==> src/rtl/riscv_ctrl_pkg.sv <==
// Shared types for the RISC-V run/debug controller: FSM states, stop causes
// and the canonical NOP encoding used for end-of-program detection.
package riscv_ctrl_pkg;

    typedef enum logic [2:0] {
        ST_IDLE      = 3'd0,
        ST_RESETTING = 3'd1,
        ST_RUN       = 3'd2,
        ST_PAUSED    = 3'd3,
        ST_STEP      = 3'd4,
        ST_DONE      = 3'd5
    } run_state_e;

    typedef enum logic [2:0] {
        CAUSE_NONE   = 3'd0,
        CAUSE_HALT   = 3'd1,
        CAUSE_BREAK  = 3'd2,
        CAUSE_END    = 3'd3,
        CAUSE_MAXCYC = 3'd4
    } stop_cause_e;

    localparam logic [31:0] NOP_INSTR = 32'h0000_0013;

endpackage

==> src/rtl/riscv_run_ctrl.sv <==
// Run/debug sequencer for the single-cycle RISC-V core: holds the core in reset,
// gates its state updates, counts executed cycles and handles halt/break/step.
module riscv_run_ctrl
    import riscv_ctrl_pkg::*;
#(
    parameter int RESET_CYCLES = 3,
    parameter int IDLE_LIMIT   = 4,
    parameter int MAX_CYCLES   = 20,
    parameter int CNT_W        = 32
) (
    input  logic             clk,
    input  logic             reset,
    input  logic             start,
    input  logic             halt_req,
    input  logic             step_req,
    input  logic             bp_en,
    input  logic [31:0]      bp_addr,
    input  logic [31:0]      pc,
    input  logic [31:0]      instr,
    output logic             core_reset,
    output logic             core_en,
    output logic             busy,
    output logic             done,
    output logic [2:0]       stop_cause,
    output logic [CNT_W-1:0] cycle_count
);

    localparam int RST_W = (RESET_CYCLES > 1) ? $clog2(RESET_CYCLES) : 1;
    localparam int NOP_W = $clog2(IDLE_LIMIT + 1);

    run_state_e       state;
    stop_cause_e      cause;
    logic [RST_W-1:0] rst_cnt;
    logic [NOP_W-1:0] nop_cnt;
    logic [CNT_W-1:0] cycle_cnt;
    logic             bp_mask;

    logic             bp_hit;
    logic             stop_now;
    logic [CNT_W-1:0] cnt_next;
    logic [NOP_W-1:0] nop_next;
    logic             hit_end;
    logic             hit_max;
    logic             fin;
    stop_cause_e      fin_cause;

    function automatic logic [CNT_W-1:0] sat_inc(input logic [CNT_W-1:0] v);
        return (&v) ? v : v + CNT_W'(1);
    endfunction

    // The breakpoint is masked for the first cycle after a resume so the PC
    // that caused the pause can execute.
    always_comb begin
        bp_hit    = bp_en && !bp_mask && (pc == bp_addr);
        stop_now  = halt_req || bp_hit;
        core_en   = ((state == ST_RUN) && !stop_now) || (state == ST_STEP);
        cnt_next  = sat_inc(cycle_cnt);
        nop_next  = (instr == NOP_INSTR) ? nop_cnt + NOP_W'(1) : '0;
        hit_end   = (nop_next == NOP_W'(IDLE_LIMIT));
        hit_max   = (MAX_CYCLES != 0) && (cnt_next == CNT_W'(MAX_CYCLES));
        fin       = hit_end || hit_max;
        fin_cause = hit_end ? CAUSE_END : CAUSE_MAXCYC;
    end

    always_ff @(posedge clk or posedge reset) begin
        if (reset) begin
            state     <= ST_IDLE;
            cause     <= CAUSE_NONE;
            rst_cnt   <= '0;
            nop_cnt   <= '0;
            cycle_cnt <= '0;
            bp_mask   <= 1'b0;
        end else begin
            unique case (state)
                ST_IDLE, ST_DONE: begin
                    if (start) begin
                        state     <= ST_RESETTING;
                        cause     <= CAUSE_NONE;
                        rst_cnt   <= '0;
                        nop_cnt   <= '0;
                        cycle_cnt <= '0;
                        bp_mask   <= 1'b0;
                    end
                end
                ST_RESETTING: begin
                    if (rst_cnt == RST_W'(RESET_CYCLES - 1)) begin
                        state   <= ST_RUN;
                        rst_cnt <= '0;
                    end else begin
                        rst_cnt <= rst_cnt + RST_W'(1);
                    end
                end
                ST_RUN: begin
                    bp_mask <= 1'b0;
                    if (stop_now) begin
                        state <= ST_PAUSED;
                        cause <= halt_req ? CAUSE_HALT : CAUSE_BREAK;
                    end else begin
                        cycle_cnt <= cnt_next;
                        nop_cnt   <= nop_next;
                        if (fin) begin
                            state <= ST_DONE;
                            cause <= fin_cause;
                        end
                    end
                end
                ST_PAUSED: begin
                    if (step_req) begin
                        state <= ST_STEP;
                    end else if (start) begin
                        state   <= ST_RUN;
                        bp_mask <= 1'b1;
                    end
                end
                ST_STEP: begin
                    cycle_cnt <= cnt_next;
                    nop_cnt   <= nop_next;
                    if (fin) begin
                        state <= ST_DONE;
                        cause <= fin_cause;
                    end else begin
                        state <= ST_PAUSED;
                    end
                end
                default: state <= ST_IDLE;
            endcase
        end
    end

    assign core_reset  = (state == ST_IDLE) || (state == ST_RESETTING);
    assign busy        = (state != ST_IDLE) && (state != ST_DONE);
    assign done        = (state == ST_DONE);
    assign stop_cause  = cause;
    assign cycle_count = cycle_cnt;

endmodule

==> config.mk <==
export PLATFORM = sky130hd
export DESIGN_NAME = riscv_run_ctrl
export DESIGN_NICKNAME = d
export VERILOG_FILES = /design/src/rtl/riscv_ctrl_pkg.sv /design/src/rtl/riscv_run_ctrl.sv
export SDC_FILE = /design/constraint.sdc
export NUM_CORES = 1
export LEC_CHECK = 0
export ABC_AREA = 1
export ABC_CLOCK_PERIOD_IN_PS = 5690
export BUFFER_PORTS_ARGS = -buffer_cell sky130_fd_sc_hd__buf_2
export CORE_AREA = 2 2 88 90
export CTS_BUF_LIST = sky130_fd_sc_hd__clkbuf_2
export CTS_CLUSTER_SIZE = 16
export DETAILED_ROUTE_END_ITERATION = 8
export DIE_AREA = 0 0 90 92
export GPL_TIMING_DRIVEN = 0
export PLACE_DENSITY_LB_ADDON = 0.25
export SLEW_MARGIN = 20
export SYNTH_ARGS = -nofsm -noshare
export SYNTH_HDL_FRONTEND = slang
export SYNTH_SLANG_ARGS = --single-unit
==> constraint.sdc <==
create_clock -name clk -period 5.69 [get_ports clk]
set_input_delay 0.2845 -clock clk [delete_from_list [all_inputs] [get_ports clk]]
set_output_delay 0.2845 -clock clk [all_outputs]
set_load 0.005 [all_outputs]
==> results of run 1 <==
[synth_stat cells (9+ instances only)]
cell | instances | area [um2]
a21oi_1 | 13 | 65.1
nand3b_1 | 9 | 67.6
nand3_1 | 71 | 355
xor2_1 | 19 | 166
inv_1 | 90 | 338
nand2_1 | 173 | 649
dfrtp_1 | 44 | 1100
nor2_1 | 127 | 477
o21ai_0 | 50 | 250
nand4_1 | 15 | 93.8
[cells in the final DEF, fill, tap and decap left out, types with 2 or more instances in the layout]
| cell type | instances |
|---|---|
| nand2_1 | 173 |
| buf_2 | 144 |
| nor2_1 | 127 |
| inv_1 | 89 |
| nand3_1 | 71 |
| o21ai_0 | 50 |
| dfrtp_1 | 44 |
| xor2_1 | 19 |
| nand4_1 | 15 |
| a21oi_1 | 13 |
| nand3b_1 | 9 |
| clkbuf_2 | 6 |
| xnor2_1 | 5 |
| nor3_1 | 5 |
| nor4_1 | 5 |
| clkbuf_1 | 4 |
| nand2_2 | 4 |
| inv_2 | 4 |
| o22ai_1 | 3 |
| nor2_2 | 3 |
| nor2_4 | 3 |
| buf_6 | 3 |
| o211ai_1 | 3 |
| a211oi_1 | 2 |
| or2_2 | 2 |
| nand2_4 | 2 |
| nand3_2 | 2 |
| clkinv_1 | 2 |
| ha_1 | 2 |
[worst paths after layout]
| check | startpoint | endpoint | slack, ns |
|---|---|---|---|
| worst max-delay path | cycle_count[0] | state[1] | 2.79 |
| min in group asynchronous | reset | nop_cnt[0] | 0.33 |
| worst min-delay path | halt_req | stop_cause[0] | 0.07 |
| worst min register to register | rst_cnt[0] | rst_cnt[1] | 0.56 |
| max in group asynchronous | reset | cycle_count[23] | 4.87 |
| worst max register to register | cycle_count[0] | state[1] | 2.79 |
[area by class of cell]
cell class	count	share of cell area, %
inverters	94	7.16
clock inverters	2	0.228
repair buffers	142	14.8
plain buffers	12	1.47
well taps	102	2.59
multi-input cells	524	50.8
flip-flops and latches	44	22.3
clock buffers	6	0.609
[metal layers]
| metal | vias to the layer above | routed length (um) | global-route usage [%] |
|---|---|---|---|
| met5 | - | 0 | 0 |
| met1 | 2233 | 5390 | 41.1 |
| met4 | 0 | 256 | 8.97 |
| met3 | 23 | 1190 | 4.03 |
| li1 | 2458 | - | - |
| met2 | 262 | 6510 | 59.0 |
[worst max-delay path, delay by kind of cell, from the launching register on]
kind,cells,cell delay [ns]
DFF,1,0.63
buffers and inverters,4,0.41
and+or+nand+nor,14,1.40
adders and majority gates,1,0.40
[through the flow]
stage / utilization (%) / worst slack [ns] / cell area [um2]
floorplan: - / 3.47 / 4030
global placement: 65.3 / 2.91 / 4860
detailed placement: 65.5 / 2.87 / 4880
CTS: 66.2 / 2.83 / 4930
global route: 66.2 / 2.62 / 4930
finish: 66.2 / 2.79 / 4930
[power by group through the flow]
stage          sequential, uW  combinational [uW]  clock (uW)
2_1_floorplan             380                 339           0
3_3_place_gp              387                 522           0
3_5_place_dp              389                 536           0
4_1_cts                   384                 539         146
5_1_grt                   388                 600         156
6_report                  385                 543         143
[timing repair]
| action | 4_1_cts | 5_1_grt |
|---|---|---|
| hold endpoints to repair | 15 | 0 |
| setup endpoints to repair | 0 | 0 |
| hold buffers | 1 | 0 |
[cell families after synthesis]
kind of cell,Yosys count
AOI/OAI and AO/OA,74
xor gates and xnor gates,25
DFF,44
and+or+nand+nor,423
adders and majority gates,2
buffers and inverters,106
[registers in the layout, summed over array words and instances (netlist names)]
| name | count |
|---|---|
| rst_cnt | 2 |
| cycle_count | 32 |
| nop_cnt | 3 |
| bp_mask | 1 |
| state | 3 |
| stop_cause | 3 |
==> key figures, run 1 <==
Run status
  – Outcome: complete, no violations

Timing
  – Post-Route Setup TNS: 0 ns
  – Final setup viols: 0
  – RSZ-0062 raised after global routing: false
  – Worst-Margin Slew: around 0.7 ns
  – Hold slack final: 0.0659 ns
  – Min cycle time layout: 2.90 ns
  – Tcrit/Tclk final: 51.0%
  – Slew HR: 52.6%
  – Final Max Slew Viols: 0
  – Fmax: 345 MHz
  – Hold Fails Final Rpt: 0
  – Final Skew: 0.0188 ns

Floorplan
  – DIE WIDTH: 90 um
  – DIE HEIGHT: 92 um
  – Die area: roughly 8300 um2
  – Row count: 32
  – Starting Density: a little over half
  – Core box area: 7450 um2
  – IO Count: 141

CTS
  – Skew-Pair Late Insertion Delay: 0.45 ns
  – CTS H-tree lvls: 2
  – Post-CTS Setup Repair Bufs: 0
  – Clock Root Buffer: clkbuf_2
  – CTS Sinks: 44
  – Post-CTS sizing: 0
  – CTS clk-pin slew, worst paths: 0.23 ns
  – Inserted Clock Buffers: 5
  – Clock buffer depth: 2
  – CTS tree: yes

GRT
  – First-pass GRT wire length: 21800 um
  – Initial antenna violation count: 0
  – Pin count of the biggest net entering global routing: 30
  – Vias in the first global route: between 4000 and 5000
  – Total GRT Usage: 32.6%
  – Grt total ovfl: 0

Power and ir drop
  – Logic gate share of total power: 50.7%
  – Total Power: about 1100 uW
  – Internal power: 538 uW
  – Max VDD drop: ~190 uV
  – Sw power: 533 uW
  – Sw frac: 49.8%
  – P_leak: 0.00249 uW
  – Power per standard cell area: 217 nW/um2
  – Part of the power in registers: 36.0%
  – Clock network fraction of design power: 13.3%

Critical path
  – Crit path DAT: 3.27 ns
  – Worst path max stage delay: 0.63 ns
  – Cell Chain, Critical Path: ha_1, inv_1, nor2_4, nand2_4, nor2_8, nand2_4, inv_2, buf_6, nor2_1, nand2_1, nor2_1, nand2_1, nor2_1, nand2_2, nand3_2, nand2_2, inv_2, nand2_1, nand2_1
  – CP max stage cell: dfrtp_1
  – CP Class: reg2reg
  – Register-to-Register Path Depth: 19
  – Crit Path Max Fanout: 10
  – Critical Path Source Type: flop
  – Crit. End Element: flop
  – WP data required: 6.06 ns
  – Most frequent CP cell: nand2_1

Yosys
  – Synth async-reset ratio: between 90% and 100%
  – Post-synthesis mux area share: 0%
  – Cell variety after synth: 35
  – Xor and xnor area share after synthesis: 5.62%
  – Post-Synth Adder-Cell Area: 0.621%
  – Largest family of logic cells by synthesized area: simple AND/OR/NAND/NOR gates
  – Compound-Gate Fraction of Synth Area: 9.78%
  – Synthesized area per cell: ~6 um2
  – Mapped Nets: ~800
  – FF+latch count, synth: 44
  – Sequential element share of the synthesized area: 27.3%
  – Synth Cell Area: approximately 4000 um2
  – EDFF count, synth: 0
  – Post-synthesis cell count: 674
  – Ys flop type: dfrtp_1
  – Simple-Gate Fraction of Synth Area: 46.1%
  – Yosys warnings: 0

Place
  – RD Place Congestion: about 1.0
  – Placed cells: 917
  – Port Buffers: 140
  – Hpwl dp: 11000 um

Final layout
  – Nets: 927
  – Layout area overhead: 22.3%
  – Finished Layout Cells: 926
  – Footprint of the multi-input gates: 2500 um2
  – # fillers: 703
  – Register area: 1100 um2
  – ANT cells: 0
  – Layout cell share with drive strength beyond 1: 21.6%

Routing
  – Residual DRC count: 0
  – Drt via density: roughly 5.4
  – Wirelength per Cell: 14.4 um
  – Vias: 4976
  – DR iter-0 viols: ~300
  – Final wirelength: 13300 um
  – Detailed Routing Iterations Pass 1: 7
  – Post-DRT Antenna Nets: 0

Job
  – MaxCap Viol Count: 0

Hold path
  – Worst hold path class: in2reg
  – Hold path depth: 3
Note: power is estimated with default switching activity, not from simulation.
==> inputs of run 2 (changes only) <==
- ABC_CLOCK_PERIOD_IN_PS: 5690 -> 2800
- CORE_AREA: 2 2 88 90 -> 2 2 91 93
- DIE_AREA: 0 0 90 92 -> 0 0 93 95
- clock period: 5.69 -> 2.8 ns (I/O delays scaled with it)
==> key figures, run 2 (same netlist as run 1, synthesis figures left out) <==
Run status
  – Outcome: complete, no violations

Critical path
  – Reg2reg end: state[2]
  – Crit path to: state[2]
  – CP Launch Point: cycle_count[1]
  – WP data required: around 3.2 ns
  – Worst path depth: 19
  – Cell Chain, Critical Path: ha_2, inv_1, nor2_4, nand2_4, nor2_8, nand2_4, inv_2, buf_6, nor2_1, nand2_1, nor2_1, nand2_1, nor2_1, nand2_2, nand3_2, nand2_2, inv_2, nand2_1, nand2_1
  – Crit path DAT: about 2.9 ns
  – Register-to-Register Path Depth: 19
  – Crit-path leading delay family: simple AND/OR/NAND/NOR gates
  – Worst path bufs/invs: 4
  – FF-to-FF setup slack: 0.24 ns
  – Crit. End Element: flop
  – CP max stage cell: dfrtp_2
  – Worst path max stage delay: 0.46 ns
  – Crit Path Max Fanout: 10
  – RR Startpoint: cycle_count[1]
  – CP Class: reg2reg
  – Most frequent CP cell: nand2_1
  – Critical Path Source Type: flop

Timing
  – Final worst slack: 0.237 ns
  – Final Skew: approximately 0.020 ns
  – Worst-Margin Slew: 0.654 ns
  – Post-Route Setup TNS: 0 ns
  – RSZ-0062 raised after global routing: false
  – Tcrit/Tclk final: 91.5%
  – Fmax: between 300 and 400 MHz
  – Final setup viols: 0
  – Min cycle time layout: 2.56 ns
  – Slew HR: 56.0%
  – Final Max Slew Viols: 0
  – Hold Fails Final Rpt: 0

CTS
  – CTS Sinks: 44
  – Clock buffer depth: 2
  – CTS clk-pin slew, worst paths: 0.23 ns
  – CTS H-tree lvls: 2
  – Inserted Clock Buffers: 5
  – Skew-Pair Late Insertion Delay: 0.44 ns
  – CTS tree: yes
  – Clock Root Buffer: clkbuf_2

Routing
  – Drt via density: 5.37
  – Detailed Routing Iterations Pass 1: 5
  – Post-DRT Antenna Nets: 0
  – Residual DRC count: 0
  – DR iter-0 viols: 313
  – Final wirelength: between 10000 and 15000 um
  – Vias: 4996
  – Wirelength per Cell: 14.3 um

Place
  – Dpl cell area: 4880 um2
  – RD Place Congestion: 0.991
  – Pre-CTS setup slack: -0.0785 ns
  – Port Buffers: 140
  – Hpwl dp: roughly 11000 um

Floorplan
  – Row count: 33
  – Starting Density: 50.9%
  – IO Count: 141
  – Core box area: 7930 um2
  – DIE WIDTH: 93 um
  – DIE HEIGHT: approximately 95 um
  – Die area: 8840 um2

Final layout
  – Nets: 929
  – # fillers: between 700 and 800
  – Most common cell after layout, fill and taps aside: nand2_1
  – Footprint of the multi-input gates: 2510 um2
  – Layout cell share with drive strength beyond 1: 22.5%
  – Final Util: 62.9%
  – ANT cells: 0
  – Design area: 4990 um2
  – Largest register FFs: 32
  – Register area: 1100 um2
  – Commonest cells after routing, fill and taps aside: 173 x nand2_1, 144 x buf_2, 124 x nor2_1
  – Layout area overhead: 23.7%

Power and ir drop
  – Total Power: 2270 uW
  – Power per standard cell area: between 400 and 500 nW/um2
  – Max VDD drop: around 260 uV
  – P_leak: 0.00251 uW

GRT
  – Pin count of the biggest net entering global routing: 29
  – First-pass GRT wire length: 21400 um
  – Initial antenna violation count: 0
  – Total GRT Usage: 30.9%
  – Vias in the first global route: 4648
  – Grt total ovfl: 0

Hold path
  – Worst hold path class: in2reg

Job
  – MaxCap Viol Count: 0
[run 2: cell types whose count changed in the layout (fill, tap and decap cells not counted), sizes merged]
cell,delta
buf,+1
bufinv,+1
clkinvlp,-1
dlygate4sd3,+1
[run 2: metrics by stage]
step	hold WS [ns]	std cells
6_report	0.0623	931
5_1_grt	0.0585	931
4_1_cts	0.0394	930
3_5_place_dp	0.155	920
3_3_place_gp	0.382	919
2_1_floorplan	0.273	674
[run 2: routing by layer]
metal	up-vias	wire length (um)	global-route usage, %
met3	31	1050	4.87
li1	2462	-	-
met4	0	398	10.7
met1	2249	5480	37.8
met5	-	0	0
met2	254	6390	55.2
[run 2: cell type report]
cell class / count / share of cell area [%]
multi-input cells: 524 / 50.4
flip-flops and latches: 44 / 22.1
repair buffers: 144 / 15.0
inverters: 94 / 7.07
well taps: 105 / 2.63
plain buffers: 12 / 1.45
clock inverters: 2 / 0.702
clock buffers: 6 / 0.602
[run 2: worst min-delay path by stage]
stage,start,end,slack [ns],cells past startpoint
4_1_cts,step_req,state[2],0.04,5
6_report,step_req,state[2],0.06,5
3_5_place_dp,reset,rst_cnt[0],0.16,2
5_1_grt,step_req,state[2],0.06,5
2_1_floorplan,halt_req,stop_cause[0],0.27,2
3_3_place_gp,halt_req,stop_cause[0],0.38,3
[run 2: worst min-delay path, delay by kind of cell]
family                 cells  cell delay (ns)
buffers and inverters      1             0.11
AOI/OAI and AO/OA          1             0.06
and+or+nand+nor            3             0.16
[run 2: power breakdown]
part / switching, uW / internal, uW
clock network: 223 / 153
registers: 67.0 / 707
logic: 784 / 335
[run 2: repair_timing]
action,CTS,global route
cloned,0,0
setup buffers,0,1
endpoints found under the hold margin,26,0
resized for setup,2,4
setup endpoints to repair,5,16
hold buffers,2,0
